**src/rtl/router_pkg.sv**
```systemverilog
// Shared definitions for the router synchroniser: port address encodings
// and default timer sizing.
package router_pkg;

    localparam int unsigned NUM_PORTS       = 3;
    localparam int unsigned DEFAULT_TIMEOUT = 30;
    localparam int unsigned DEFAULT_CNT_W   = 5;

    // Destination address carried in the header byte
    typedef enum logic [1:0] {
        PORT0        = 2'b00,
        PORT1        = 2'b01,
        PORT2        = 2'b10,
        PORT_INVALID = 2'b11
    } port_addr_e;

endpackage : router_pkg

```
**src/rtl/router_sync_timer.sv**
```systemverilog
// Per-port read timeout. Counts consecutive edges where the port holds
// valid data that nobody reads, and emits a one-cycle soft_reset pulse
// when that run reaches TIMEOUT edges. The pulse repeats every TIMEOUT
// edges while the port stays valid and unread.
// Ports:
//   clock, resetn  - system clock, synchronous active-low reset
//   vld            - port FIFO holds data
//   rd             - downstream reader consumes this cycle
//   soft_reset     - registered one-cycle flush pulse
module router_sync_timer #(
    parameter int unsigned TIMEOUT = 30,
    parameter int unsigned CNT_W   = 5
) (
    input  logic clock,
    input  logic resetn,
    input  logic vld,
    input  logic rd,
    output logic soft_reset
);

    logic [CNT_W-1:0] cnt;

    // Any read or empty FIFO restarts the run; the terminal count fires
    // the pulse and rewinds so the counter never passes TIMEOUT-1.
    always_ff @(posedge clock) begin
        if (!resetn) begin
            cnt        <= '0;
            soft_reset <= 1'b0;
        end else if (!vld || rd) begin
            cnt        <= '0;
            soft_reset <= 1'b0;
        end else if (cnt == CNT_W'(TIMEOUT - 1)) begin
            cnt        <= '0;
            soft_reset <= 1'b1;
        end else begin
            cnt        <= cnt + CNT_W'(1);
            soft_reset <= 1'b0;
        end
    end

endmodule : router_sync_timer

```
**src/rtl/router_sync.sv**
```systemverilog
// Router synchroniser: latches the header destination address, steers the
// FIFO write strobe and full flag by that address, exposes per-port valid
// flags and runs an independent read-timeout per port.
// Ports:
//   clock, resetn            - system clock, synchronous active-low reset
//   detect_add, data_in      - header address capture from router_fsm
//   write_enb_reg            - write request from router_fsm
//   read_enb_0/1/2           - downstream readers
//   empty_0/1/2, full_0/1/2  - port FIFO status
//   write_enb                - one-hot FIFO write strobe (combinational)
//   fifo_full                - full flag of addressed FIFO (combinational)
//   vld_out_0/1/2            - port has data (combinational)
//   soft_reset_0/1/2         - registered per-port timeout pulse
module router_sync
    import router_pkg::*;
#(
    parameter int unsigned TIMEOUT = DEFAULT_TIMEOUT,
    parameter int unsigned CNT_W   = DEFAULT_CNT_W
) (
    input  logic                 clock,
    input  logic                 resetn,
    input  logic                 detect_add,
    input  logic [1:0]           data_in,
    input  logic                 write_enb_reg,
    input  logic                 read_enb_0,
    input  logic                 read_enb_1,
    input  logic                 read_enb_2,
    input  logic                 empty_0,
    input  logic                 empty_1,
    input  logic                 empty_2,
    input  logic                 full_0,
    input  logic                 full_1,
    input  logic                 full_2,
    output logic [NUM_PORTS-1:0] write_enb,
    output logic                 fifo_full,
    output logic                 vld_out_0,
    output logic                 vld_out_1,
    output logic                 vld_out_2,
    output logic                 soft_reset_0,
    output logic                 soft_reset_1,
    output logic                 soft_reset_2
);

    port_addr_e addr_q;

    // Header address capture; a write in the same cycle still uses the old value
    always_ff @(posedge clock) begin
        if (!resetn) begin
            addr_q <= PORT0;
        end else if (detect_add) begin
            addr_q <= port_addr_e'(data_in);
        end
    end

    // Address-steered write strobe and full flag
    always_comb begin
        write_enb = '0;
        fifo_full = 1'b0;
        case (addr_q)
            PORT0: begin
                write_enb = {2'b00, write_enb_reg};
                fifo_full = full_0;
            end
            PORT1: begin
                write_enb = {1'b0, write_enb_reg, 1'b0};
                fifo_full = full_1;
            end
            PORT2: begin
                write_enb = {write_enb_reg, 2'b00};
                fifo_full = full_2;
            end
            default: begin
                write_enb = '0;
                fifo_full = 1'b0;
            end
        endcase
    end

    assign vld_out_0 = ~empty_0;
    assign vld_out_1 = ~empty_1;
    assign vld_out_2 = ~empty_2;

    router_sync_timer #(.TIMEOUT(TIMEOUT), .CNT_W(CNT_W)) u_timer_0 (
        .clock      (clock),
        .resetn     (resetn),
        .vld        (vld_out_0),
        .rd         (read_enb_0),
        .soft_reset (soft_reset_0)
    );

    router_sync_timer #(.TIMEOUT(TIMEOUT), .CNT_W(CNT_W)) u_timer_1 (
        .clock      (clock),
        .resetn     (resetn),
        .vld        (vld_out_1),
        .rd         (read_enb_1),
        .soft_reset (soft_reset_1)
    );

    router_sync_timer #(.TIMEOUT(TIMEOUT), .CNT_W(CNT_W)) u_timer_2 (
        .clock      (clock),
        .resetn     (resetn),
        .vld        (vld_out_2),
        .rd         (read_enb_2),
        .soft_reset (soft_reset_2)
    );

endmodule : router_sync

```
**config.mk**
```make
export PLATFORM = sky130hd
export DESIGN_NAME = router_sync
export DESIGN_NICKNAME = d
export VERILOG_FILES = /design/src/rtl/router_pkg.sv /design/src/rtl/router_sync_timer.sv /design/src/rtl/router_sync.sv
export SDC_FILE = /design/constraint.sdc
export NUM_CORES = 1
export LEC_CHECK = 0
export CAP_MARGIN = 30
export CORE_UTILIZATION = 40
export CTS_CLUSTER_DIAMETER = 40
export DETAILED_ROUTE_END_ITERATION = 6
export PLACE_DENSITY = 0.7
export RECOVER_POWER = 25
export SETUP_SLACK_MARGIN = 0.4
export SLEW_MARGIN = 20
export SYNTH_ARGS = -nofsm -noshare
export SYNTH_HDL_FRONTEND = slang
export SYNTH_SLANG_ARGS = --single-unit
export TNS_END_PERCENT = 50
```
**constraint.sdc**
```tcl
create_clock -name clock -period 2.33 [get_ports clock]
set_input_delay 0.466 -clock clock [delete_from_list [all_inputs] [get_ports clock]]
set_output_delay 0.466 -clock clock [all_outputs]
set_load 0.1 [all_outputs]
```
[Word-level counts from Yosys, hierarchy flattened]
Cells that the tools add are included.
Word-level totals
  flip-flop bits (word level): 20
  input port bits: 15
  output and inout bits: 10
  logic and storage cells: 34
Cells by class
  add/sub/neg operators: 3
  equality and inequality tests: 5
  mux-type cells: 5
  bitwise logic cells: 4
  reductions and logical operators: 10
Operators by type and width (count)
  $add 5x1->5 const B: 3
  $eq 5x5->1 const B: 3
  $pmux 3 s3: 1
  $reduce_or 3->1: 3
  $reduce_or 2->1: 3
  $not 1->1: 4
  $logic_or 1x1->1: 3
  $mux 1: 3
  $pmux 1 s3: 1
  $eq 2x1->1 const B: 1
  $eq 2x2->1 const B: 1
  $logic_not 2->1: 1

[Longest topological paths before layout]
Gate-level depths: netlist of the first run.
  depth in word-level cells: 2
  gate-level depth with buffers: 5
  mapped depth without buffers: 5

[By module]
A second synthesis of the first run with hierarchy kept.
Unflattened totals
  cell total of the unflattened synthesis: 84
  area total of the unflattened synthesis: 843.3 µm²
By module, submodules not included
  router_sync_timer: instances 3, cells each 23, area an instance 236.5 µm², sequential area each 120.1 µm²
  router_sync: instances 1, cells each 15, area an instance 133.9 µm², sequential area each 40.0 µm²

[Least setup slack after synthesis of the first run]
OpenSTA, ideal clock, no wires.
  kind: in2out
  from: input port write_enb_reg
  to: output port write_enb[0]
  arrival time: 2.648 ns
  slack: -0.784 ns
  stages: 1
  cells stage by stage: nor3b_1
On the way
  longest elaborated chain between the ends: 1
Ends and longest elaborated chain
  start, declared: RTL line router_sync.sv:24  | input logic write_enb_reg,
  $pmux 3 s3: RTL line router_sync.sv:59  | case (addr_q)
  end, declared: RTL line router_sync.sv:34  | output logic [NUM_PORTS-1:0] write_enb,
Every way passes these cells.

[Final worst setup path of the first run]
  from: input port write_enb_reg
  to: output port write_enb[1]
The elaborated chain is that of the path after synthesis.

==> run summary, run 1 <==
* result of the run: finished, final reports clean
* number of register bits inferred by synthesis: 20
* post-synthesis instance area: 810 um^2
* average wire length per cell after detail routing: 10.1 um
* remaining global-route overflow: 0
* GP Congestion: 0.783
* Resize count post-CTS: 0
* count of standard-cell rows: 15
* ANT cells: 0
* sum of internal, switching and leakage power: 760 uW
* final setup violation count: 0
* number of different library cells in the post-synthesis netlist: 15
* Sink Count: 20
* slew at the pin closest to its max-slew limit: 0.284 ns
* type of the worst setup path: input port to primary output
* die area: 0.00221 mm^2
* shortest clock period the worst path allows after layout: 1.90 ns
* synthesized instance count: 88
* critical path's largest stage delay: 0.49 ns
* element type at the critical path end: primary output
* CTS Buffer Depth: 2
* number of routed nets with antenna violations: 0
* clock input transition at the sequential cells of the worst setup and hold paths: 0.10 ns
* arrival time of data at the critical path endpoint: 1.44 ns
* part of the Yosys area used for sequential elements: 49.5%
* vias per cell: 4.68
* cell-by-cell listing of the critical path: clkdlybuf4s50_1 -> nand2_1 -> nor2_1 -> buf_12
* number of global-route vias before repair: 582
* setup repair after global routing missed its margin: no
* input/output buffers: 24
* effective utilization at floorplan: 44.9%
* warnings from Yosys: 0
* htree depth: 1
* Detailed Route WL: 1430 um
* worst skew pair latency: 0.29 ns
* horizontal extent of the die: 47.0 um
* number of nets in the finished design: 138
* TritonCTS clock tree: yes
* power density of the placed cells: 630 mW/mm^2
* dpl hpwl: 1160 um
* All-Layer GR Usage: 15.0%
* cell at the slowest stage of the critical path: clkdlybuf4s50_1
* global-route wire length before repair: 2280 um
* Layout Skew: 0.00957 ns
* P_leak: 0.489 nW
* aggregate negative setup slack: 0 ns
* number of design rule violations left after detail routing: 0
* highest clock rate: 525 MHz
* post-layout worst setup margin: 0.425 ns
* Die Ht: 47.0 um
* cell at the root of the clock tree: clkbuf_4
* Max FO, Critical Path: 3
* launching element type of the critical path: input port
* hold-fix buffer count after cts: 0
* count of final hold-check violations: 0
* total of max-cap violations: 0
* I/O pin count: 25
* hold slack final: 0.477 ns
* clock buffers created by TritonCTS: 3
* Synth-to-Final Area Change: 48.8%
* worst vdd rail ir drop: 0.000551 V
* number of DRC markers in iteration 0: 5
* proportion of layout cells with a drive suffix above 1: 13.8%
* final core utilization: 66.9%
* post-CTS setup-driven buffer insertion count: 0
* cell class contributing the biggest share of worst-path delay: buffers and inverters
* worst max-slew margin expressed relative to the limit: 81.3%
* largest net degree at the start of global routing: 13
* type of the worst min-delay path: flip-flop to flip-flop
* Slew Viols, Final: 0
* antenna violations before repair: 0
* Critical path buffers and inverters: 2
* period utilization: 81.8%
* Vias: 660
* number of detailed-routing iterations run before antenna repair: 4
* post-place setup slack: 0.428 ns
* Net Count, Synth: 109
* required time at the endpoint of the critical path: 1.86 ns
* leading cell type in the layout, fill and taps excluded: nor2_1
* most used cells in the layout excluding fill and tap cells: nor2_1, dfxtp_1, clkdlybuf4s50_1, nand3_1, buf_12
* Core Footprint: 0.00180 mm^2
* mean area per synthesized cell: 9.20 um^2
## synth_stat cells
library cell	n	area, um^2
nand3_1	9	45.0
dfxtp_1	20	400
nor2b_1	2	12.5
xnor2_1	3	26.3
and3b_1	1	8.76
nand4_1	3	18.8
inv_1	6	22.5
o21ai_0	1	5.00
nand2_1	4	15.0
nor2_1	22	82.6
nor3b_1	1	7.51
ha_1	6	75.1
mux2i_1	3	30.0
xor2_1	6	52.6
nand3b_1	1	7.51
## through the flow
| stage | cells | area (um^2) |
|---|---|---|
| floorplan | 88 | 818 |
| finish | 141 | 1200 |
| CTS | 141 | 1200 |
| detailed placement | 137 | 1150 |
| global placement | 137 | 1150 |
| global route | 141 | 1200 |
## layer usage
| layer | vias up | track usage, % | routed length [um] |
|---|---|---|---|
| li1 | 339 | - | - |
| met1 | 298 | 16.0 | 584 |
| met2 | 21 | 25.6 | 662 |
| met3 | 2 | 6.54 | 160 |
| met4 | 0 | 6.86 | 21 |
| met5 | - | 0 | 0 |
## state kept, by name (all words and copies together), names as in the netlist
| name | flops |
|---|---|
| u_timer_0.cnt | 5 |
| u_timer_2.soft_reset | 1 |
| u_timer_0.soft_reset | 1 |
| u_timer_1.cnt | 5 |
| u_timer_1.soft_reset | 1 |
| u_timer_2.cnt | 5 |
| addr_q | 2 |
## power breakdown
part	internal (mW)	leakage, nW	switching, mW	total (mW)
Sequential	0.347	0.162	0.00610	0.353
Combinational	0.0579	0.299	0.0772	0.135
Clock	0.174	0.0279	0.0980	0.272
## worst paths after layout
path	to	from	slack (ns)	cells after the start
setup / recovery	write_enb[1]	write_enb_reg	0.43	4
hold / removal	u_timer_1.cnt[0]	u_timer_1.cnt[0]	0.48	1
setup reg to reg	u_timer_1.cnt[3]	u_timer_1.cnt[1]	1.26	5
hold reg to reg	u_timer_1.cnt[0]	u_timer_1.cnt[0]	0.48	1
## worst reg2reg max path: stages, from the launching register on
cell and delay (ns):
dfxtp_1 0.36, inv_1 0.05, ha_1 0.17, nand4_1 0.11
nand3_1 0.18, nor2_1 0.15
## area by class of cell
class	count	area, um^2
Timing Repair Buffer	24	303
Clock inverter	1	30.0
Fill cell	156	597
Tap cell	25	31.3
Sequential cell	20	400
Inverter	6	22.5
Multi-Input combinational cell	62	395
Clock buffer	3	22.5
## cell families (layout without fill, tap and decap cells)
family	count (synthesis)	after routing	share of synthesized area [%]
DFF	20	20	49.5
AOI/OAI and AO/OA	1	1	0.618
buffers and inverters	6	34	2.78
and+or+nand+nor	43	43	24.4
muxes	3	3	3.71
xor gates and xnor gates	9	9	9.74
adders and majority gates	6	6	9.27
Power figures use the tool's default switching activity.
==> run 2, diff against run 1 <==
==> constraint.sdc (replaced) <==
create_clock -name clock -period 1.9 [get_ports clock]
set_input_delay 0.38 -clock clock [delete_from_list [all_inputs] [get_ports clock]]
set_output_delay 0.38 -clock clock [all_outputs]
set_load 0.1 [all_outputs]
==> run 2 against run 1 <==
  * Sequential share of layout area grew 0.070 points
  * Flip-flop and latch count is the same
  * Worst hold slack gained 0.0027 ns
  * Non-clock buffer count is the same
  * Clock skew shrank 0.0090 ns
  * Clock power shrank 12%
  * Largest power group unchanged
  * Highest routed layer unchanged
==> run summary, run 2 (synthesized netlist as in run 1, its figures left out) <==
* number of nets in the finished design: 138
* Regs by FF count: u_timer_0.cnt (5), u_timer_1.cnt (5), u_timer_2.cnt (5)
* element type at the critical path end: primary output
* number of detailed-routing iterations run before antenna repair: 2
* count of standard-cell rows: 15
* shortest clock period the worst path allows after layout: 1.59 ns
* post-layout worst setup margin: 0.314 ns
* I/O pin count: 25
* worst max-slew margin expressed relative to the limit: 81.2%
* Die Ht: 47.0 um
* cell class contributing the biggest share of worst-path delay: flip-flops
* antenna violations before repair: 0
* Core Footprint: 0.00180 mm^2
* launching element type of the critical path: flip-flop
* Layout Skew: 0.000551 ns
* clock buffers created by TritonCTS: 3
* proportion of layout cells with a drive suffix above 1: 18.1%
* hold-fix buffer count after cts: 0
* total of max-cap violations: 0
* final setup violation count: 0
* Detailed Route WL: 1480 um
* TritonCTS clock tree: yes
* horizontal extent of the die: 47.0 um
* worst vdd rail ir drop: 0.000589 V
* All-Layer GR Usage: 15.1%
* count of final hold-check violations: 0
* flop-to-flop setup slack: 0.83 ns
* average wire length per cell after detail routing: 10.5 um
* Placed Area: 0.00117 mm^2
* type of the worst min-delay path: flip-flop to flip-flop
* critical path's largest stage delay: 0.39 ns
* Critical path buffers and inverters: 1
* number of routed nets with antenna violations: 0
* period utilization: 83.5%
* CP Launch Point: addr_q[0]
* leading cell type in the layout, fill and taps excluded: nor2_1
* largest net degree at the start of global routing: 12
* Slew Viols, Final: 0
* Critical R2R Capture: u_timer_1.cnt[4]
* cell at the root of the clock tree: clkbuf_4
* cell at the slowest stage of the critical path: dfxtp_4
* type of the worst setup path: flip-flop to primary output
* remaining global-route overflow: 0
* setup repair after global routing missed its margin: yes
* number of global-route vias before repair: 558
* WP depth: 3
* effective utilization at floorplan: 44.9%
* most used cells in the layout excluding fill and tap cells: nor2_1, dfxtp_1, nand3_1, clkdlybuf4s50_1, buf_12
* power density of the placed cells: 690 mW/mm^2
* ANT cells: 0
* aggregate negative setup slack: 0 ns
* cell-by-cell listing of the critical path: mux2i_4 -> o21ai_4 -> buf_12
* final instance area: 0.00122 mm^2
* clock input transition at the sequential cells of the worst setup and hold paths: 0.11 ns
* post-CTS setup-driven buffer insertion count: 0
* htree depth: 1
* Vias: 651
* slew at the pin closest to its max-slew limit: 0.285 ns
* number of design rule violations left after detail routing: 0
* vias per cell: 4.62
* required time at the endpoint of the critical path: 1.52 ns
* termination of the worst setup path: fifo_full
* Worst R2R Start: u_timer_1.cnt[1]
* dpl hpwl: 1180 um
* number of DRC markers in iteration 0: 3
* post-place setup slack: 0.215 ns
* P_leak: 0.499 nW
* GP Congestion: 0.803
* CTS Buffer Depth: 2
* global-route wire length before repair: 2280 um
* Max FO, Critical Path: 6
* arrival time of data at the critical path endpoint: 1.21 ns
* die area: 0.00221 mm^2
* Worst Reg2Reg Path Length in Cells: 5
* result of the run: finished, final reports clean
* input/output buffers: 24
* Synth-to-Final Area Change: 51.3%
* Sink Count: 20
* worst skew pair latency: 0.29 ns
* highest clock rate: 631 MHz
run 2: cell types whose count changed in the layout (fill, tap and decap cells not counted), moves of 2 or more:
cell | previous run | this run
dfxtp_1 | 20 | 18
dfxtp_4 | 0 | 2
clkdlybuf4s50_1 | 12 | 9
dlygate4sd2_1 | 0 | 3
run 2: how the worst min path moves through the flow:
stage / startpoint / end / slack [ns] / cells past startpoint
5_1_grt: u_timer_1.cnt[0] / u_timer_1.cnt[0] / 0.50 / 1
6_report: u_timer_0.cnt[0] / u_timer_0.cnt[0] / 0.48 / 1
3_3_place_gp: u_timer_2.cnt[0] / u_timer_2.cnt[0] / 0.45 / 1
4_1_cts: u_timer_2.cnt[0] / u_timer_2.cnt[0] / 0.49 / 1
2_1_floorplan: u_timer_2.cnt[0] / u_timer_2.cnt[0] / 0.43 / 1
3_5_place_dp: u_timer_2.cnt[0] / u_timer_2.cnt[0] / 0.46 / 1
run 2: metal layers:
metal | vias up | share of wire, % | routed length [um] | GRT usage, %
li1 | 341 | - | - | -
met1 | 284 | 42 | 623 | 16.9
met2 | 22 | 45 | 663 | 25.3
met3 | 4 | 12 | 171 | 5.77
met4 | 0 | 1.5 | 22 | 6.86
met5 | - | 0 | 0 | 0
run 2: layout make-up:
| class | count | area [um^2] |
|---|---|---|
| multi-input cells | 62 | 425 |
| inverters | 6 | 22.5 |
| well taps | 25 | 31.3 |
| flip-flops and latches | 20 | 408 |
| repair buffers | 24 | 302 |
| clock buffers | 4 | 36.3 |
| fillers | 155 | 577 |
run 2: where the power goes:
group | internal (mW) | switching [mW] | total (mW)
clock network | 0.117 | 0.123 | 0.240
logic | 0.0743 | 0.0975 | 0.172
registers | 0.424 | 0.00966 | 0.434
total | 0.615 | 0.230 | 0.845
run 2: repair_timing:
item,in CTS,in global routing
setup endpoints to repair,4,5
pin swaps,1,1
gates resized for setup,6,3
run 2: stage by stage:
stage               util (%)  hold slack (ns)  instances  power (mW)
floorplan                  -            0.433         88       0.537
global placement        65.0            0.447        137       0.614
detailed placement      65.0            0.460        137       0.616
CTS                     67.6            0.486        141       0.857
global route            68.0            0.503        141       0.878
finish                  68.0            0.480        141       0.845
run 2: worst register-to-register path, stage by stage (launching register included):
cell     delay [ns]
dfxtp_1        0.37
inv_1          0.05
ha_1           0.17
nand4_1        0.11
nand3_1        0.18
nor2_1         0.14
==> run 3, diff against run 2 <==
==> constraint.sdc (replaced) <==
create_clock -name clock -period 1.6 [get_ports clock]
set_input_delay 0.32 -clock clock [delete_from_list [all_inputs] [get_ports clock]]
set_output_delay 0.32 -clock clock [all_outputs]
set_load 0.1 [all_outputs]
==> run 3 against run 2 <==
  * Die area did not move
  * Global-route usage fell by 0.17 points
  * Worst hold slack barely moved
  * Clock power rose by 71%
  * Cell area rose by 5.9%
  * Critical endpoint unchanged
==> run summary, run 3 (synthesized netlist as in run 1, its figures left out) <==
* result of the run: finished, final reports clean
* number of routed nets with antenna violations: 0
* Slew Viols, Final: 0
* highest clock rate: 649 MHz
* number of detailed-routing iterations run before antenna repair: 4
* Critical R2R Capture: u_timer_1.cnt[4]
* aggregate negative setup slack: 0 ns
* worst skew pair latency: 0.30 ns
* Layout Skew: 0.00735 ns
* hold path endpoint: u_timer_1.cnt[0]
* Sink Count: 20
* Vias: 675
* proportion of layout cells with a drive suffix above 1: 20.5%
* average wire length per cell after detail routing: 9.99 um
* P_leak: 0.519 nW
* cell at the root of the clock tree: clkbuf_4
* effective utilization at floorplan: 44.9%
* Regs by FF count: u_timer_0.cnt (5), u_timer_1.cnt (5), u_timer_2.cnt (5)
* cell-by-cell listing of the critical path: mux2i_4 -> o21ai_4 -> buf_12
* number of global-route vias before repair: 576
* power density of the placed cells: 874 mW/mm^2
* launching element type of the critical path: flip-flop
* cell at the slowest stage of the critical path: dfxtp_4
* WP depth: 3
* clock input transition at the sequential cells of the worst setup and hold paths: 0.12 ns
* Hold Crit Depth: 1
* final instance area: 0.00130 mm^2
* hold-fix buffer count after cts: 0
* htree depth: 1
* required time at the endpoint of the critical path: 1.28 ns
* Synth-to-Final Area Change: 60.3%
* total of max-cap violations: 0
* final setup violation count: 0
* Worst Reg2Reg Path Length in Cells: 5
* Worst R2R Start: u_timer_1.cnt[1]
* largest net degree at the start of global routing: 13
* Die Ht: 47.0 um
* share of power burned in the clock network: 36.2%
* Detailed Route WL: 1420 um
* slew at the pin closest to its max-slew limit: 0.244 ns
* combinational share of power: 18.4%
* Placed Area: 0.00122 mm^2
* number of design rule violations left after detail routing: 0
* dpl hpwl: 1130 um
* type of the worst setup path: flip-flop to primary output
* leading cell type in the layout, fill and taps excluded: nor2_1
* period utilization: 96.3%
* worst max-slew margin expressed relative to the limit: 83.7%
* horizontal extent of the die: 47.0 um
* number of nets in the finished design: 139
* cell class contributing the biggest share of worst-path delay: flip-flops
* antenna violations before repair: 0
* setup repair after global routing missed its margin: yes
* arrival time of data at the critical path endpoint: 1.22 ns
* element type at the critical path end: primary output
* CTS Buffer Depth: 2
* All-Layer GR Usage: 14.9%
* die area: 0.00221 mm^2
* flop-to-flop setup slack: 0.50 ns
* number of DRC markers in iteration 0: 4
* vias per cell: 4.75
* CP Launch Point: addr_q[0]
* count of standard-cell rows: 15
* NetSw: 286 uW
* shortest clock period the worst path allows after layout: 1.54 ns
* input/output buffers: 24
* GP Congestion: 0.668
* Critical path buffers and inverters: 1
* Max FO, Critical Path: 6
* Hold Crit Start: u_timer_1.cnt[0]
* worst vdd rail ir drop: 0.000672 V
* switching share of power: 25.2%
* cell-internal power: 848 uW
* type of the worst min-delay path: flip-flop to flip-flop
* sequential share of power: 45.5%
* critical path's largest stage delay: 0.39 ns
* I/O pin count: 25
* ANT cells: 0
* remaining global-route overflow: 0
* global-route wire length before repair: 2260 um
* TritonCTS clock tree: yes
* count of final hold-check violations: 0
* clock buffers created by TritonCTS: 3
* most used cells in the layout excluding fill and tap cells: nor2_1, dfxtp_1, clkdlybuf4s50_1, buf_12, nand3_1
* Core Footprint: 0.00180 mm^2
-- run 3: changes by cell type in the layout (fill, tap and decap cells not counted), sizes merged --
cell,change
dlymetal6s2s,-1
buf,+1
clkbuf,-1
bufinv,+1
clkdlybuf4s50,+1
-- run 3: metrics by stage --
stage / utilization, % / setup slack (ns) / hold WS (ns) / instances / total power, mW
2_1_floorplan: - / 0.0856 / 0.426 / 88 / 0.638
3_3_place_gp: 67.6 / 0.0489 / 0.447 / 137 / 0.730
3_5_place_dp: 67.6 / 0.0421 / 0.459 / 137 / 0.732
4_1_cts: 72.0 / 0.0508 / 0.487 / 142 / 1.14
5_1_grt: 72.0 / 0.0142 / 0.507 / 142 / 1.17
6_report: 72.0 / 0.0595 / 0.480 / 142 / 1.13
-- run 3: power groups by stage --
| stage | registers (mW) | logic [mW] | clock network [mW] |
|---|---|---|---|
| 4_1_cts | 0.516 | 0.210 | 0.413 |
| 5_1_grt | 0.518 | 0.218 | 0.435 |
| 2_1_floorplan | 0.525 | 0.113 | 0 |
| 3_3_place_gp | 0.527 | 0.203 | 0 |
| 3_5_place_dp | 0.527 | 0.204 | 0 |
| 6_report | 0.516 | 0.208 | 0.410 |
-- run 3: area by class of cell --
class	instances	area, um^2
flip-flops and latches	20	409
fillers	140	504
clock buffers	3	22.5
well taps	25	31.3
multi-input cells	62	438
repair buffers	25	344
inverters	6	22.5
clock inverters	1	30.0
-- run 3: worst max path at each step --
stage                         endpoint  slack (ns)
after floorplan           write_enb[0]        0.09
after global placement    write_enb[0]        0.05
after detailed placement     fifo_full        0.04
after CTS                    fifo_full        0.05
after global routing         fifo_full        0.01
final                        fifo_full        0.06
-- run 3: layer usage --
metal / vias up / routed length (um) / track usage [%]
met3: 5 / 89 / 2.31
li1: 345 / - / -
met1: 303 / 612 / 16.7
met2: 22 / 681 / 25.8
met4: 0 / 34 / 10.3
met5: - / 0 / 0
-- run 3: repair_timing --
item,CTS,global route
pin swaps,2,0
endpoints found under the setup margin,7,9
resized for setup,8,0
buffers inserted,1,0
